$ cat src/rtl/sbox_pkg.sv
// Shared types and constants for the nibble substitution layer sequencer.
package sbox_pkg;

  localparam int unsigned NIB_W       = 4;
  localparam int unsigned TBL_ENTRIES = 16;
  localparam int unsigned TBL_W       = NIB_W * TBL_ENTRIES;

  typedef enum logic [1:0] {
    IDLE = 2'd0,
    RUN  = 2'd1,
    DONE = 2'd2
  } state_t;

  // Entry k holds k: a transparent layer.
  localparam logic [TBL_W-1:0] IDENTITY_TBL = 64'hFEDC_BA98_7654_3210;

  // PRESENT S-box, entry k on bits [4k+3:4k].
  localparam logic [TBL_W-1:0] PRESENT_TBL  = 64'h2174_8FE3_DA09_B65C;

endpackage

$ cat src/rtl/sbox_tbl_regs.sv
// 16 x 4-bit substitution table, reset to identity, presented as a flat bus.
module sbox_tbl_regs
  import sbox_pkg::*;
(
  input  logic                 clk,
  input  logic                 rst_n,
  input  logic                 we,
  input  logic [NIB_W-1:0]     addr,
  input  logic [NIB_W-1:0]     data,
  output logic [TBL_W-1:0]     tbl_o
);

  // Table storage; the caller gates we so the table only changes between words.
  always_ff @(posedge clk) begin
    if (!rst_n) begin
      tbl_o <= IDENTITY_TBL;
    end else if (we) begin
      tbl_o[int'(addr)*NIB_W +: NIB_W] <= data;
    end
  end

endmodule

$ cat src/rtl/sbox_layer_seq.sv
// Walks a data word one nibble per cycle through an external 16:1 LUT mux
// and assembles the substituted result word.
module sbox_layer_seq
  import sbox_pkg::*;
#(
  parameter  int unsigned NIBBLES = 16,
  localparam int unsigned DATA_W  = NIB_W * NIBBLES
) (
  input  logic              clk,
  input  logic              rst_n,
  input  logic              cfg_we,
  input  logic [NIB_W-1:0]  cfg_addr,
  input  logic [NIB_W-1:0]  cfg_data,
  input  logic              cfg_lock,
  output logic              locked,
  output logic [TBL_W-1:0]  tbl_o,
  output logic [NIB_W-1:0]  sel_o,
  input  logic [NIB_W-1:0]  lut_i,
  input  logic              in_valid,
  output logic              in_ready,
  input  logic [DATA_W-1:0] in_data,
  output logic              out_valid,
  input  logic              out_ready,
  output logic [DATA_W-1:0] out_data,
  output logic              busy
);

  localparam int unsigned        CNT_W    = 4;
  localparam logic [CNT_W-1:0]   LAST_CNT = CNT_W'(NIBBLES - 1);

  state_t              state;
  state_t              state_nxt;
  logic [CNT_W-1:0]    cnt;
  logic [DATA_W-1:0]   data_q;
  logic                accept;
  logic [NIB_W-1:0]    sel_nxt;
  logic                tbl_we;

  // Table writes only between words and only while unlocked.
  assign tbl_we = cfg_we && (state == IDLE) && !locked;

  sbox_tbl_regs u_tbl (
    .clk   (clk),
    .rst_n (rst_n),
    .we    (tbl_we),
    .addr  (cfg_addr),
    .data  (cfg_data),
    .tbl_o (tbl_o)
  );

  // FSM state register.
  always_ff @(posedge clk) begin
    if (!rst_n) begin
      state <= IDLE;
    end else begin
      state <= state_nxt;
    end
  end

  // Next state, accept strobe and the select value for the next cycle.
  always_comb begin
    state_nxt = state;
    accept    = 1'b0;
    sel_nxt   = '0;
    case (state)
      IDLE: begin
        if (in_valid) begin
          accept    = 1'b1;
          state_nxt = RUN;
          sel_nxt   = in_data[NIB_W-1:0];
        end
      end
      RUN: begin
        if (cnt == LAST_CNT) begin
          state_nxt = DONE;
        end else begin
          sel_nxt = data_q[(int'(cnt) + 1) * NIB_W +: NIB_W];
        end
      end
      DONE: begin
        if (out_ready) begin
          state_nxt = IDLE;
        end
      end
      default: state_nxt = IDLE;
    endcase
  end

  // Datapath, counter and registered status outputs.
  always_ff @(posedge clk) begin
    if (!rst_n) begin
      cnt       <= '0;
      data_q    <= '0;
      out_data  <= '0;
      sel_o     <= '0;
      in_ready  <= 1'b1;
      out_valid <= 1'b0;
      busy      <= 1'b0;
      locked    <= 1'b0;
    end else begin
      locked    <= locked | cfg_lock;
      sel_o     <= sel_nxt;
      in_ready  <= (state_nxt == IDLE);
      out_valid <= (state_nxt == DONE);
      busy      <= (state_nxt != IDLE);
      if (accept) begin
        data_q <= in_data;
        cnt    <= '0;
      end
      if (state == RUN) begin
        out_data[int'(cnt)*NIB_W +: NIB_W] <= lut_i;
        cnt <= (cnt == LAST_CNT) ? '0 : CNT_W'(cnt + 1'b1);
      end
    end
  end

endmodule

$ cat config.mk
export PLATFORM = sky130hd
export DESIGN_NAME = sbox_layer_seq
export DESIGN_NICKNAME = d
export VERILOG_FILES = /design/src/rtl/sbox_pkg.sv /design/src/rtl/sbox_tbl_regs.sv /design/src/rtl/sbox_layer_seq.sv
export SDC_FILE = /design/constraint.sdc
export NUM_CORES = 1
export LEC_CHECK = 0
export ABC_AREA = 1
export ABC_CLOCK_PERIOD_IN_PS = 2500
export CAP_MARGIN = 20
export CORE_ASPECT_RATIO = 1.2
export CORE_MARGIN = 2
export CORE_UTILIZATION = 40
export DETAILED_ROUTE_END_ITERATION = 8
export GPL_TIMING_DRIVEN = 0
export PLACE_DENSITY = 0.67
export SYNTH_ARGS = -nofsm -noshare
export SYNTH_HDL_FRONTEND = slang
export SYNTH_SLANG_ARGS = --single-unit
$ cat constraint.sdc
create_clock -name clk -period 2.5 [get_ports clk]
set_clock_uncertainty 0.05 [all_clocks]
set_input_delay 0.5 -clock clk [delete_from_list [all_inputs] [get_ports clk]]
set_output_delay 0.5 -clock clk [all_outputs]
set_load 0.1 [all_outputs]
Yosys cells after proc, flatten, opt, wreduce, memory -nomap -nowiden:

Index checks and enable logic that the tools add are counted.

* logic and storage cells: 45
* register bits: 206
* output and inout bits: 136

* shift operators: 5
* equality and inequality tests: 4
* add/sub/neg operators: 4
* bitwise logic cells: 1
* multiplexer cells: 14
* reduce and logical (&&, ||, !) cells: 7

Operators with widths (number)
* 64-bit bitwise mux: 2
* 4-bit by 34-bit variable shift with 64-bit output (first input constant): 2
* 4-bit by 34-bit variable part select with 64-bit output: 2
* 6-bit negator with 34-bit output: 2
* 64-bit by 8-bit variable part select with 4-bit output: 1
* 4-bit 2-to-1 mux: 5
* 4-bit case mux with 2 select lines: 1
* 2-bit 2-to-1 mux: 3
* 2-bit case mux with 3 select lines: 1
* 4-bit by 1-bit adder with 5-bit output (second input constant): 1
* 4-bit by 1-bit adder with 4-bit output (second input constant): 1
* 2-bit equality test (second input constant): 2
* 4-bit equality test (second input constant): 1
* 2-bit logical NOT: 2
* 2-bit nonzero test: 2
* 2-bit by 1-bit equality test with 1-bit output (second input constant): 1
* 1-bit logical AND: 2
* 1-bit 2-to-1 mux: 2
* 1-bit logical NOT: 1
* 1-bit OR: 1

Logic depth before layout (Yosys ltp):

* depth after elaboration: 4
* gate-level depth with buffers: 14
* depth with buffers taken out: 12

Cells and area by module:

A second synthesis with hierarchy kept.

* cell total of the unflattened synthesis: 1230
* area total of the unflattened synthesis: 8693.3 sq um

Modules (own cells, without submodules)
* sbox_layer_seq: cells an instance 807, area an instance 5798.1 sq um, sequential area each 2762.6 sq um, instances 1
* sbox_tbl_regs: cells an instance 423, area an instance 2895.3 sq um, sequential area each 1281.2 sq um, instances 1

Least setup slack after synthesis:

No wires, ideal clock.

* path kind: flip-flop to flip-flop
* from: reg cnt[1]
* to: reg out_data[0]
* arrival time: 2.098 ns
* cell stages (with the launch flop): 12
* buffers on the path: 3
* library setup time: 0.132 ns
* clock period less this slack: 2.281 ns
* path slack: 0.219 ns
* path through: dfxtp_1 buf_4 clkinv_1 buf_2 ha_1 buf_2 clkinv_1 nand2_1 nor3_1 nand2_1 nand2_1 a21oi_1

* longest elaborated chain between the ends: 3
* elaborated cells between the ends (all ways): 4
* classes of those cells: add/sub: 1; shift: 2; mux: 1

Ends and longest elaborated chain
* from (decl): line sbox_layer_seq.sv:33 `logic [CNT_W-1:0] cnt;`
* from (signal assigned): line sbox_layer_seq.sv:112 `cnt <= (cnt == LAST_CNT) ? '0 : CNT_W'(cnt + 1'b1);`
* 6-bit negator with 34-bit output *: line sbox_layer_seq.sv:111 `out_data[int'(cnt)*NIB_W +: NIB_W] <= lut_i;`
* 4-bit by 34-bit variable part select with 64-bit output or 4-bit by 34-bit variable shift with 64-bit output (tied branches): line sbox_layer_seq.sv:111
* 64-bit bitwise mux *: line sbox_layer_seq.sv:111
* to (signal, indexed assignment): line sbox_layer_seq.sv:111
* to (decl): line sbox_layer_seq.sv:24 `output logic [DATA_W-1:0] out_data,`

Mark *: on every way between the ends. The rest lies on a longest branch, timed or not.
A chain may end at the register's enable or synchronous reset.

Final worst setup path:

* from: reg cnt[1]
* to: reg out_data[4]

The elaborated chain is that of the path after synthesis.

==> impl_table.tex <==
\begin{tabular}{lr}
\hline
Metric & Value \\
\hline
\multicolumn{2}{l}{\textbf{Finish}} \\
\quad Most common library cell in the layout ignoring fill and taps & sky130\_fd\_sc\_hd\_\_nor2\_1 \\
\quad Filler Cells Inserted & roughly 2100 \\
\quad Multi-input gate area & 4080 µm² \\
\quad Fraction of final layout cells with drive strength greater than 1 & 9.72\% \\
\quad Final cell count without fillers & about 1800 \\
\quad Layout Area Growth over Synthesis & 36.6\% \\
\quad Highest-count cells in the layout ignoring fill and taps & sky130\_fd\_sc\_hd\_\_nor2\_1, sky130\_fd\_sc\_hd\_\_nand2\_1, sky130\_fd\_sc\_hd\_\_dfxtp\_1, sky130\_fd\_sc\_hd\_\_dlygate4sd2\_1 \\
\quad Sequential cell area & 4040 µm² \\
\quad Number of nets in the final layout & 1564 \\
\multicolumn{2}{l}{\textbf{Timing}} \\
\quad Setup repair after global routing missed its margin & true \\
\quad Setup TNS & 0 ps \\
\quad Hold Worst Slack & 401 ps \\
\quad Normalized max-slew margin & 29.1\% \\
\quad Final worst path period share & 94.2\% \\
\quad Count of endpoints failing setup in the final report & 0 \\
\quad Setup ws final & 146 ps \\
\quad Actual transition at the worst max-transition pin & 1070 ps \\
\quad Post-layout minimum cycle time & 2350 ps \\
\quad F\_max & 425 MHz \\
\quad Final Hold Vio Count & 0 \\
\quad Max-slew violation count & 0 \\
\multicolumn{2}{l}{\textbf{Route}} \\
\quad Total number of vias & slightly below 9000 \\
\quad DRT antenna net count & 0 \\
\quad Number of remaining DRC errors & 0 \\
\quad Average wire length per cell after detail routing & 15.7 µm \\
\quad Iter 0 DRT Violations & 464 \\
\quad Vias per cell & 4.95 \\
\quad Routed wire length & 27800 µm \\
\quad Number of optimization iterations in the first detailed-route pass & 5 \\
\multicolumn{2}{l}{\textbf{Global route}} \\
\quad Antenna violations before repair & 2 \\
\quad Global-route wire length before repair & 43400 µm \\
\quad Largest net degree at the start of global routing & 15 \\
\quad All-layer global routing usage & 23.1\% \\
\quad Number of global-route vias before repair & 8469 \\
\quad Grt total ovfl & 0 \\
\multicolumn{2}{l}{\textbf{Worst setup path}} \\
\quad Longest individual stage delay on the worst path & 330 ps \\
\quad Crit path required time & $\sim$2800 ps \\
\quad Critical Path Slowest Stage Cell & sky130\_fd\_sc\_hd\_\_dfxtp\_1 \\
\quad Kind of cell adding the most delay to the critical path & simple AND/OR/NAND/NOR gates \\
\quad Launching element type of the critical path & flip-flop \\
\quad WP data arrival & 2700 ps \\
\quad CP bufs+invs & 4 \\
\quad Capturing element type of the critical path & flip-flop \\
\quad Highest net fanout along the worst path & 10 \\
\quad Cells along the critical path & buf\_4, clkinv\_2, clkbuf\_4, ha\_2, nand3\_1, nand2\_2, nor2\_4, nand2\_2, nor2\_4, inv\_1, o21ai\_0, nor2\_1 \\
\quad Type of the worst setup path & reg -> reg \\
\multicolumn{2}{l}{\textbf{Die}} \\
\quad Initial core utilization & about two fifths \\
\quad Std cell rows & 59 \\
\quad Die Height & 166 µm \\
\quad Ports placed on the boundary & 218 \\
\quad Overall die width & 139 µm \\
\quad Area of the die & approximately 23000 µm² \\
\quad Core area & 21600 µm² \\
\multicolumn{2}{l}{\textbf{Yosys}} \\
\quad Area leader, netlist & sky130\_fd\_sc\_hd\_\_dfxtp\_1 \\
\quad Gate Count Post-Synth & 1233 \\
\quad Yosys cell types & 39 \\
\quad XOR/XNOR Fraction of Synth Area & 0.725\% \\
\quad Area share of and/or/nand/nor cells after synthesis & 31.4\% \\
\quad Post-synth net total & between 1000 and 1500 \\
\quad Main combinational cell family by area after synthesis & simple AND/OR/NAND/NOR gates \\
\quad Netlist area before placement & 8800 µm² \\
\quad Compound-cell area share of the yosys netlist & approximately 13\% \\
\quad Share of the yosys chip area belonging to registers & 46.0\% \\
\quad Synth top area cells & sky130\_fd\_sc\_hd\_\_dfxtp\_1, sky130\_fd\_sc\_hd\_\_nor2\_1, sky130\_fd\_sc\_hd\_\_nand2\_1 \\
\quad Yosys warning total & 0 \\
\quad Post-Syn Area per Cell & 7.13 µm² \\
\quad Portion of synthesized cell area occupied by the leading cell type & 46.0\% \\
\quad Multiplexer share of the synthesized area & 0\% \\
\quad Share of synthesized cell area in full adder, half adder and majority cells & 0.711\% \\
\quad Number of flip-flops and latches in the synthesized netlist & 202 \\
\multicolumn{2}{l}{\textbf{Power and ir drop}} \\
\quad Combinational share of power & 14.8\% \\
\quad Power Density & 649 nW/µm² \\
\quad Part of the power in the clock network & 41.9\% \\
\quad Internal Dissipation & 5.63 mW \\
\quad Total power & 7.79 mW \\
\quad Power share of the sequential group & 43.3\% \\
\quad Peak supply drop & 0.000450 V \\
\quad Leakage power of the design & 5.73 nW \\
\quad Switching fraction of total power & 27.8\% \\
\quad Switching power & 2.16 mW \\
\multicolumn{2}{l}{\textbf{Clocking}} \\
\quad Clock transition time at the flip-flop clock pins of the worst setup and hold paths & 60 ps \\
\quad Cell at the root of the clock tree & sky130\_fd\_sc\_hd\_\_clkbuf\_16 \\
\quad Hold buffer count at CTS & 0 \\
\quad CTS tree & yes \\
\quad Total number of clock tree sinks & 202 \\
\quad H-tree levels & 1 \\
\quad Clock latency on the worst-skew pair & about 500 ps \\
\quad Number of buffers created by CTS & 21 \\
\quad Number of buffers between clock root and the deepest sink & 3 \\
\multicolumn{2}{l}{\textbf{Placed design}} \\
\quad Number of placed instances, taps included & 1723 \\
\quad Post-place setup slack & -861 ps \\
\quad Routability congestion estimate & 0.917 \\
\quad Input/output buffers & approximately 220 \\
\quad DPL Wire Length & 21000 µm \\
\multicolumn{2}{l}{\textbf{Min path}} \\
\quad Classification of the worst-slack hold path & reg -> reg \\
\multicolumn{2}{l}{\textbf{Outcome}} \\
\quad Run status & completed \\
\multicolumn{2}{l}{\textbf{Run}} \\
\quad Number of max-capacitance violations reported & 0 \\
\hline
\end{tabular}
==> power by group through the flow <==
stage | registers, mW | logic [mW] | clock network (mW)
detailed placement | 3.45 | 1.13 | 0
finish | 3.38 | 1.15 | 3.26
global route | 3.39 | 1.25 | 3.44
CTS | 3.38 | 1.13 | 3.31
floorplan | 3.64 | 0.537 | 0
global placement | 3.45 | 1.12 | 0
==> routing by layer <==
metal | vias to the layer above | global-route usage [%] | routed length (µm)
met2 | 279 | 41.0 | 13500
met3 | 60 | 6.47 | 2350
li1 | 4416 | - | -
met1 | 3996 | 26.3 | 11000
met4 | 0 | 8.26 | 952
met5 | - | 0 | 0
==> state kept, by name, indices dropped and copies added, names as in the netlist <==
| name | count |
|---|---|
| cnt | 4 |
| data_q | 60 |
| busy | 1 |
| out_data | 64 |
| u_tbl.tbl_o | 64 |
| in_ready | 1 |
| locked | 1 |
| sel_o | 4 |
| state | 2 |
| out_valid | 1 |
==> cell type report <==
type	instances	share of cell area, %
plain buffers	51	1.99
inverters	140	4.50
multi-input cells	840	33.9
clock inverters	7	0.771
diodes	1	0.0208
clock buffers	31	5.19
well taps	274	2.85
flip-flops and latches	202	33.7
repair buffers	221	17.1
==> logic make-up (layout without fill, tap and decap cells) <==
group / count (synthesis) / after routing
buffers and inverters: 191 / 450
flip-flops: 202 / 202
XOR/XNOR: 3 / 3
AND/OR/NAND/NOR: 624 / 624
other: 0 / 1
adder cells (fa/ha/maj): 5 / 5
AO/OA/AOI/OAI: 208 / 208
==> per-stage QoR <==
step                      instance area [µm²]  utilization, %
final                                   12000            55.5
after global routing                    12000            55.5
after CTS                               11900            55.1
after detailed placement                11300            52.3
after global placement                  11300            52.3
after floorplan                          8800               -
==> synthesized netlist by cell type, drive strengths merged <==
cell type  number
nor2          262
nand2         236
dfxtp         202
inv           130
o21ai         123
nand3         101
a21oi          72
clkbuf         36
buf            15
nor3           15
o211ai         11
clkinv         10
nand4           7
ha              5
xnor2           2
a221oi          1
and3            1
nor4            1
o22a            1
or2             1
xor2            1
==> final timing paths <==
path,cells after the start,slack (ps),endpoint,startpoint
max,12,150,out_data[4],cnt[1]
min,2,400,data_q[31],data_q[31]
max reg2reg,12,150,out_data[4],cnt[1]
min reg2reg,2,400,data_q[31],data_q[31]
==> tightest hold or removal path: stages (launching register included) <==
cell	delay, ps
sky130_fd_sc_hd__dfxtp_1	300
sky130_fd_sc_hd__inv_1	60
sky130_fd_sc_hd__a21oi_1	50
==> timing repair <==
action	4_1_cts	5_1_grt
setup endpoints to repair	254	118
pin swaps	1	1
resized for setup	153	28
setup buffers	1	4
(Power assumes the default switching activity.)
